<file path="src/rtl/pipelined_md_controller.sv">
// pipelined_md_controller
// Registered RV32IM decode/control stage between the IF/ID and ID/EX pipeline
// registers. Ordinary instructions are decoded and presented one cycle later.
// M-extension ops with a latency above one hold the pipe in MD_WAIT until
// their result slot arrives.

module pipelined_md_controller #(
   parameter int MUL_CYCLES = 2,
   parameter int DIV_CYCLES = 33,
   parameter int ALU_OP_W   = 5
) (
   input  logic                CLK,
   input  logic                RESET_N,
   input  logic                IN_VALID,
   input  logic [6:0]          OPCODE,
   input  logic [2:0]          FUNC3,
   input  logic [6:0]          FUNC7,
   input  logic                STALL_IN,
   input  logic                FLUSH,
   output logic                STALL_OUT,
   output logic                OUT_VALID,
   output logic                ILLEGAL,
   output logic                MD_BUSY,
   output logic                REG_WRITE_EN,
   output logic                MEM_READ_EN,
   output logic                MEM_WRITE_EN,
   output logic                COMP_SEL,
   output logic                OP1_SEL,
   output logic                OP2_SEL,
   output logic [1:0]          WB_VALUE_SEL,
   output logic [1:0]          BJ_CTRL,
   output logic [2:0]          IMM_SEL,
   output logic [ALU_OP_W-1:0] ALU_OP,
   output logic [2:0]          MEM_FUNC3
);

   localparam int MAX_CYCLES = (MUL_CYCLES > DIV_CYCLES) ? MUL_CYCLES : DIV_CYCLES;
   localparam int CNT_W      = $clog2(MAX_CYCLES + 1);

   // The counter is loaded with L-2: the capture edge and the release edge
   // account for two of the L cycles.
   localparam logic [CNT_W-1:0] MUL_LOAD = CNT_W'((MUL_CYCLES > 1) ? MUL_CYCLES - 2 : 0);
   localparam logic [CNT_W-1:0] DIV_LOAD = CNT_W'((DIV_CYCLES > 1) ? DIV_CYCLES - 2 : 0);

   localparam logic [6:0] OPC_LUI    = 7'b0110111;
   localparam logic [6:0] OPC_AUIPC  = 7'b0010111;
   localparam logic [6:0] OPC_JAL    = 7'b1101111;
   localparam logic [6:0] OPC_JALR   = 7'b1100111;
   localparam logic [6:0] OPC_BRANCH = 7'b1100011;
   localparam logic [6:0] OPC_LOAD   = 7'b0000011;
   localparam logic [6:0] OPC_STORE  = 7'b0100011;
   localparam logic [6:0] OPC_OPIMM  = 7'b0010011;
   localparam logic [6:0] OPC_OP     = 7'b0110011;
   localparam logic [6:0] F7_MEXT    = 7'b0000001;

   typedef enum logic [0:0] {
      S_IDLE    = 1'b0,
      S_MD_WAIT = 1'b1
   } state_t;

   typedef struct packed {
      logic       reg_write;
      logic       mem_read;
      logic       mem_write;
      logic       comp_sel;
      logic       op1_sel;
      logic       op2_sel;
      logic [1:0] wb_sel;
      logic [1:0] bj_ctrl;
      logic [2:0] imm_sel;
      logic [4:0] alu_op;
   } ctrl_t;

   state_t           r_state, w_next_state;
   logic [CNT_W-1:0] r_cnt, w_next_cnt;
   logic [CNT_W-1:0] w_md_load;
   ctrl_t            r_ctrl, w_dec;
   logic [2:0]       r_mem_func3;
   logic             r_out_valid, w_next_valid;
   logic             r_md_busy, w_next_busy;
   logic             r_illegal, w_next_illegal;
   logic             w_dec_illegal;
   logic             w_is_mop;
   logic             w_md_long;
   logic             w_capture;

   // Combinational decode of the instruction fields into the control bundle.
   always_comb begin
      // NOTE: every combinational output gets a default first so no path leaves it unassigned (no latch).
      w_dec         = '0;
      w_dec_illegal = 1'b0;
      case (OPCODE)
         OPC_LUI: begin
            w_dec.reg_write = 1'b1;
            w_dec.imm_sel   = 3'd0;
            w_dec.alu_op    = 5'b11111;
         end
         OPC_AUIPC: begin
            w_dec.reg_write = 1'b1;
            w_dec.op1_sel   = 1'b1;
            w_dec.op2_sel   = 1'b1;
            w_dec.imm_sel   = 3'd3;
         end
         OPC_JAL: begin
            w_dec.reg_write = 1'b1;
            w_dec.wb_sel    = 2'd2;
            w_dec.bj_ctrl   = 2'd1;
            w_dec.op1_sel   = 1'b1;
            w_dec.op2_sel   = 1'b1;
            w_dec.imm_sel   = 3'd1;
         end
         OPC_JALR: begin
            w_dec.reg_write = 1'b1;
            w_dec.wb_sel    = 2'd2;
            w_dec.bj_ctrl   = 2'd1;
            w_dec.op2_sel   = 1'b1;
            w_dec.imm_sel   = 3'd4;
         end
         OPC_BRANCH: begin
            w_dec.bj_ctrl  = 2'd2;
            w_dec.comp_sel = 1'b1;
            w_dec.imm_sel  = 3'd2;
         end
         OPC_LOAD: begin
            w_dec.mem_read  = 1'b1;
            w_dec.reg_write = 1'b1;
            w_dec.wb_sel    = 2'd1;
            w_dec.op2_sel   = 1'b1;
            w_dec.imm_sel   = 3'd4;
         end
         OPC_STORE: begin
            w_dec.mem_write = 1'b1;
            w_dec.op2_sel   = 1'b1;
            w_dec.imm_sel   = 3'd2;
         end
         OPC_OPIMM: begin
            w_dec.reg_write = 1'b1;
            w_dec.op2_sel   = 1'b1;
            w_dec.imm_sel   = 3'd4;
            // Only the shift-right immediates use FUNC7[5] (SRLI vs SRAI).
            w_dec.alu_op    = {1'b0, (FUNC3 == 3'b101) ? FUNC7[5] : 1'b0, FUNC3};
         end
         OPC_OP: begin
            w_dec.reg_write = 1'b1;
            w_dec.alu_op    = {FUNC7[0], FUNC7[5], FUNC3};
            w_dec.comp_sel  = FUNC7[5] & ~FUNC3[0] & ~FUNC7[0];
         end
         default: w_dec_illegal = 1'b1;
      endcase
   end

   // M-op classification: FUNC3[2] separates the divide group from the multiply group.
   assign w_is_mop  = (OPCODE == OPC_OP) && (FUNC7 == F7_MEXT);
   assign w_md_long = w_is_mop && (FUNC3[2] ? (DIV_CYCLES > 1) : (MUL_CYCLES > 1));
   assign w_md_load = FUNC3[2] ? DIV_LOAD : MUL_LOAD;

   // Next-state and next-output logic; FLUSH outranks STALL_IN, which outranks capture.
   always_comb begin
      w_next_state   = r_state;
      w_next_cnt     = r_cnt;
      w_next_valid   = r_out_valid;
      w_next_busy    = r_md_busy;
      w_next_illegal = r_illegal;
      w_capture      = 1'b0;
      if (FLUSH) begin
         w_next_state   = S_IDLE;
         w_next_cnt     = '0;
         w_next_valid   = 1'b0;
         w_next_busy    = 1'b0;
         w_next_illegal = 1'b0;
      end else if (!STALL_IN) begin
         case (r_state)
            S_IDLE: begin
               w_next_valid = IN_VALID;
               if (IN_VALID) begin
                  w_capture      = 1'b1;
                  w_next_illegal = w_dec_illegal;
                  if (w_md_long) begin
                     w_next_valid = 1'b0;
                     w_next_busy  = 1'b1;
                     w_next_cnt   = w_md_load;
                     w_next_state = S_MD_WAIT;
                  end
               end
            end
            S_MD_WAIT: begin
               if (r_cnt != '0) begin
                  w_next_cnt = r_cnt - 1'b1;
               end else begin
                  w_next_valid = 1'b1;
                  w_next_busy  = 1'b0;
                  w_next_state = S_IDLE;
               end
            end
            default: w_next_state = S_IDLE;
         endcase
      end
   end

   // Sequencer state register and latency counter.
   always_ff @(posedge CLK or negedge RESET_N) begin
      if (!RESET_N) begin
         r_state <= S_IDLE;
         r_cnt   <= '0;
      end else begin
         // NOTE: sequential state uses non-blocking assignment so every flop samples pre-edge values.
         r_state <= w_next_state;
         r_cnt   <= w_next_cnt;
      end
   end

   // Output registers; the control fields only load on a capture and otherwise hold.
   always_ff @(posedge CLK or negedge RESET_N) begin
      if (!RESET_N) begin
         r_out_valid <= 1'b0;
         r_md_busy   <= 1'b0;
         r_illegal   <= 1'b0;
         r_ctrl      <= '0;
         r_mem_func3 <= '0;
      end else begin
         r_out_valid <= w_next_valid;
         r_md_busy   <= w_next_busy;
         r_illegal   <= w_next_illegal;
         if (w_capture) begin
            r_ctrl      <= w_dec;
            r_mem_func3 <= FUNC3;
         end
      end
   end

   assign STALL_OUT    = STALL_IN | (r_state == S_MD_WAIT);
   assign OUT_VALID    = r_out_valid;
   assign ILLEGAL      = r_illegal;
   assign MD_BUSY      = r_md_busy;
   assign REG_WRITE_EN = r_ctrl.reg_write;
   assign MEM_READ_EN  = r_ctrl.mem_read;
   assign MEM_WRITE_EN = r_ctrl.mem_write;
   assign COMP_SEL     = r_ctrl.comp_sel;
   assign OP1_SEL      = r_ctrl.op1_sel;
   assign OP2_SEL      = r_ctrl.op2_sel;
   assign WB_VALUE_SEL = r_ctrl.wb_sel;
   assign BJ_CTRL      = r_ctrl.bj_ctrl;
   assign IMM_SEL      = r_ctrl.imm_sel;
   assign ALU_OP       = ALU_OP_W'(r_ctrl.alu_op);
   assign MEM_FUNC3    = r_mem_func3;

endmodule

</file>
<file path="config.mk">
export PLATFORM = sky130hd
export DESIGN_NAME = pipelined_md_controller
export DESIGN_NICKNAME = d
export VERILOG_FILES = /design/src/rtl/pipelined_md_controller.sv
export SDC_FILE = /design/constraint.sdc
export NUM_CORES = 1
export LEC_CHECK = 0
export ABC_AREA = 1
export CAP_MARGIN = 15
export CORE_MARGIN = 5
export CORE_UTILIZATION = 35
export DETAILED_ROUTE_END_ITERATION = 7
export GPL_TIMING_DRIVEN = 0
export PLACE_DENSITY = 0.62
export SLEW_MARGIN = 20
export SYNTH_ARGS = -nofsm -noshare
export SYNTH_HDL_FRONTEND = slang
export SYNTH_SLANG_ARGS = --single-unit
</file>
<file path="constraint.sdc">
create_clock -name CLK -period 1.55 [get_ports CLK]
set_clock_uncertainty 0.2 [all_clocks]
set_input_delay 0.465 -clock CLK [delete_from_list [all_inputs] [get_ports CLK]]
set_output_delay 0.465 -clock CLK [all_outputs]
set_load 0.05 [all_outputs]
</file>
==> metrics.yaml, run 1 <==
global_routing:
  gr-usage-all-layers_pct: 15.9
  grt-ovfl-total: 0
  grt_pass1_vias: 1865
  grt_max_degree: 31
  grt_pass1_wl_um: 8050
  grt_antenna_before_repair: 0
placed_design:
  hpwl_um: 3290
  port_buffers: 46
  placed_area_um2: 2260
  dp_slack_ps: -1060
  dp.cells: 346
  globalplace.congestion: 0.869
synthesis:
  ys_seq_area_share_pct: 43.5
  synth_cell_type_count: 26
  syn_avg_cell_area_um2: 7.40
  yosysWarnings: 0
  syn_area_um2: 1720
  syn_nets: 257
  syn-instance-count: 233
  synth-seq-cells: 30
timing:
  period_share_pct: 106
  layout_min_cycle_time_ps: 1640
  maxSlewViolCount: 0
  final.setup.tns_ps: -242
  worst_pin_slew_ps: 698
  rsz0062_at_grt: "yes"
  setup_viol: 5
  finalHoldViolCount: 0
  setup_slack_ps: -88.2
  fmax_ghz: 0.610
  hold_slack_ps: 21.4
  relSlewSlack_pct: 53.5
finish:
  syn2layout_area_growth_pct: 52.8
  n_antenna_cell: 0
  nets: 329
  final_cell_area_um2: 2630
  instances_no_fill: 373
  drive_gt1_share_pct: 34.6
cts:
  cts_root_buf: "clkbuf_8"
  cts.path.max_buffers: 2
  cts_tree: "done"
  cts_hold_buf: 0
  clock-sinks: 30
  clk_pin_slew_ps: 70
  cts-buffers-inserted: 5
  htree_levels: 2
  clock_latency_ps: 280
power_and_ir_drop:
  p_per_area_nw_per_um2: 1050
  max-vdd-ir-drop_mv: 0.562
  p_leak_nw: 1.39
critical_path:
  worst_ep_arrival_time_ps: 970
  cpPeakStageDelay_ps: 440
  end_kind: "primary output"
  path_max_fanout: 2
  start_kind: "flop"
  crit_chain: "inv_4 > nand2_2 > buf_6"
  crit_required_ps: 880
  path_buf_inv: 2
  crit_family: "flip-flops"
  cp_slowest_cell: "dfrtp_2"
  crit_type: "flop to primary output"
flow_run:
  drv_cap: 0
route:
  drtIter0Drc: 63
  drc: 0
  dr.pass1.iters: 4
  avgViaCountPerCell: 4.70
  drt-total-wl_um: 4840
  detail-route-antenna-nets: 0
  routed-via-count: 1752
  wl_per_cell_um: 13.0
floorplanning:
  floorplan.initialDensity_pct: 36.3
  die_h_um: 80.2
  die-area_um2: 6430
  core_um2: 4750
  die_x_um: 80.2
  ios: 47
  rows: 25
outcome:
  status: "finished, violations left"
  violations: "setup timing"
min_path:
  min_path_type: "input port to asynchronous set/reset pin"
layer usage:
| metal | vias to the layer above | share of wire [%] | track usage (%) |
|---|---|---|---|
| met1 | 835 | 41 | 17.5 |
| met2 | 37 | 53 | 29.5 |
| met5 | - | 0 | 0 |
| met4 | 0 | 0.52 | 4.90 |
| li1 | 875 | - | - |
| met3 | 5 | 4.8 | 4.26 |
final timing paths:
| kind | end | slack (ps) | depth (start not counted) | startpoint |
|---|---|---|---|---|
| worst max-delay path | STALL_OUT | -90 | 3 | r_state$_DFFE_PN0P_ |
| worst min-delay path | r_cnt[5]$_DFFE_PN0P_ | 20 | 1 | RESET_N |
| worst max register to register | COMP_SEL$_DFFE_PN0P_ | 0 | 9 | r_state$_DFFE_PN0P_ |
| worst min register to register | MEM_FUNC3[1]$_DFFE_PN0P_ | 280 | 2 | MEM_FUNC3[1]$_DFFE_PN0P_ |
| max in group asynchronous | WB_VALUE_SEL[1]$_DFFE_PN0P_ | 630 | 1 | RESET_N |
| min in group CLK | MEM_FUNC3[1]$_DFFE_PN0P_ | 280 | 2 | MEM_FUNC3[1]$_DFFE_PN0P_ |
sequential cells by signal, summed over array words and instances (netlist names), 2 cells and up:
signal        count
r_cnt             6
WB_VALUE_SEL      2
IMM_SEL           3
MEM_FUNC3         3
ALU_OP            5
report_power, final:
group	internal (mW)	total (mW)	switching, mW
registers	0.877	0.964	0.0869
clock network	0.473	0.788	0.315
logic	0.393	1.02	0.622
total	1.74	2.77	1.02
cells in the final DEF (no fill, tap or decap), types with 3 or more instances in the layout:
master / instances
a21oi_1: 11
buf_2: 3
buf_4: 24
buf_6: 18
clkbuf_8: 5
clkdlybuf4s15_1: 3
dfrtp_1: 28
dlygate4sd2_1: 13
inv_1: 12
inv_2: 10
nand2_1: 83
nand2_2: 8
nand2_4: 4
nand3_1: 21
nor2_1: 14
nor2_2: 3
nor2_4: 12
o21ai_1: 5
cells by family after synthesis:
family | Yosys count | synth area share [%]
xor gates and xnor gates | 1 | 0.508
DFF | 30 | 43.5
adders and majority gates | 2 | 1.45
buffers and inverters | 27 | 7.11
AOI/OAI and AO/OA | 20 | 6.75
and+or+nand+nor | 153 | 40.6
stage by stage:
step / total power [mW] / utilization, %
after floorplan: 1.53 / -
after global placement: 1.82 / 47.7
after detailed placement: 1.83 / 47.6
after CTS: 2.73 / 53.3
after global routing: 2.92 / 55.4
final: 2.77 / 55.4
what timing repair did:
action                     CTS  global route
buffers inserted            15             2
setup endpoints to repair   55            44
gates cloned                 1             1
resized for setup          203            29
pin swaps                   21             5
layout make-up:
class / instances / area (um^2)
plain buffers: 4 / 41.3
fillers: 466 / 2120
inverters: 23 / 88.8
well taps: 67 / 83.8
multi-input cells: 177 / 966
repair buffers: 64 / 592
clock inverters: 3 / 40.0
flip-flops and latches: 30 / 753
clock buffers: 5 / 68.8
cell usage after synthesis:
library cell  count  share of area, %
o21a_1            1              0.44
nand2_2           2              0.73
or2_0             1              0.36
o21ai_4           1              0.94
buf_4             3               1.3
xnor2_1           1              0.51
nand3b_1          1              0.44
ha_1              2               1.5
nand3_2           1              0.58
nor3_1            1              0.29
inv_2             2              0.44
a21oi_1          11               3.2
buf_6             1              0.65
nand3_1          24               7.0
o21ai_1           3              0.87
o21ai_0           3              0.87
nor2_4            5               3.3
dfrtp_1          30                44
nand2_4           3               2.0
nand2_1          89                19
inv_4             1              0.36
inv_1            20               4.4
nor2_1           19               4.1
a21boi_1          1              0.44
nor2_2            5               1.8
nand4_1           2              0.73
(Power assumes the default switching activity.)
==> run 2: changes to the inputs <==
Settings changed: SLEW_MARGIN 20 to unset.
==> results of run 2 <==
Final layout, timing and power as in run 1 (identical DEF).
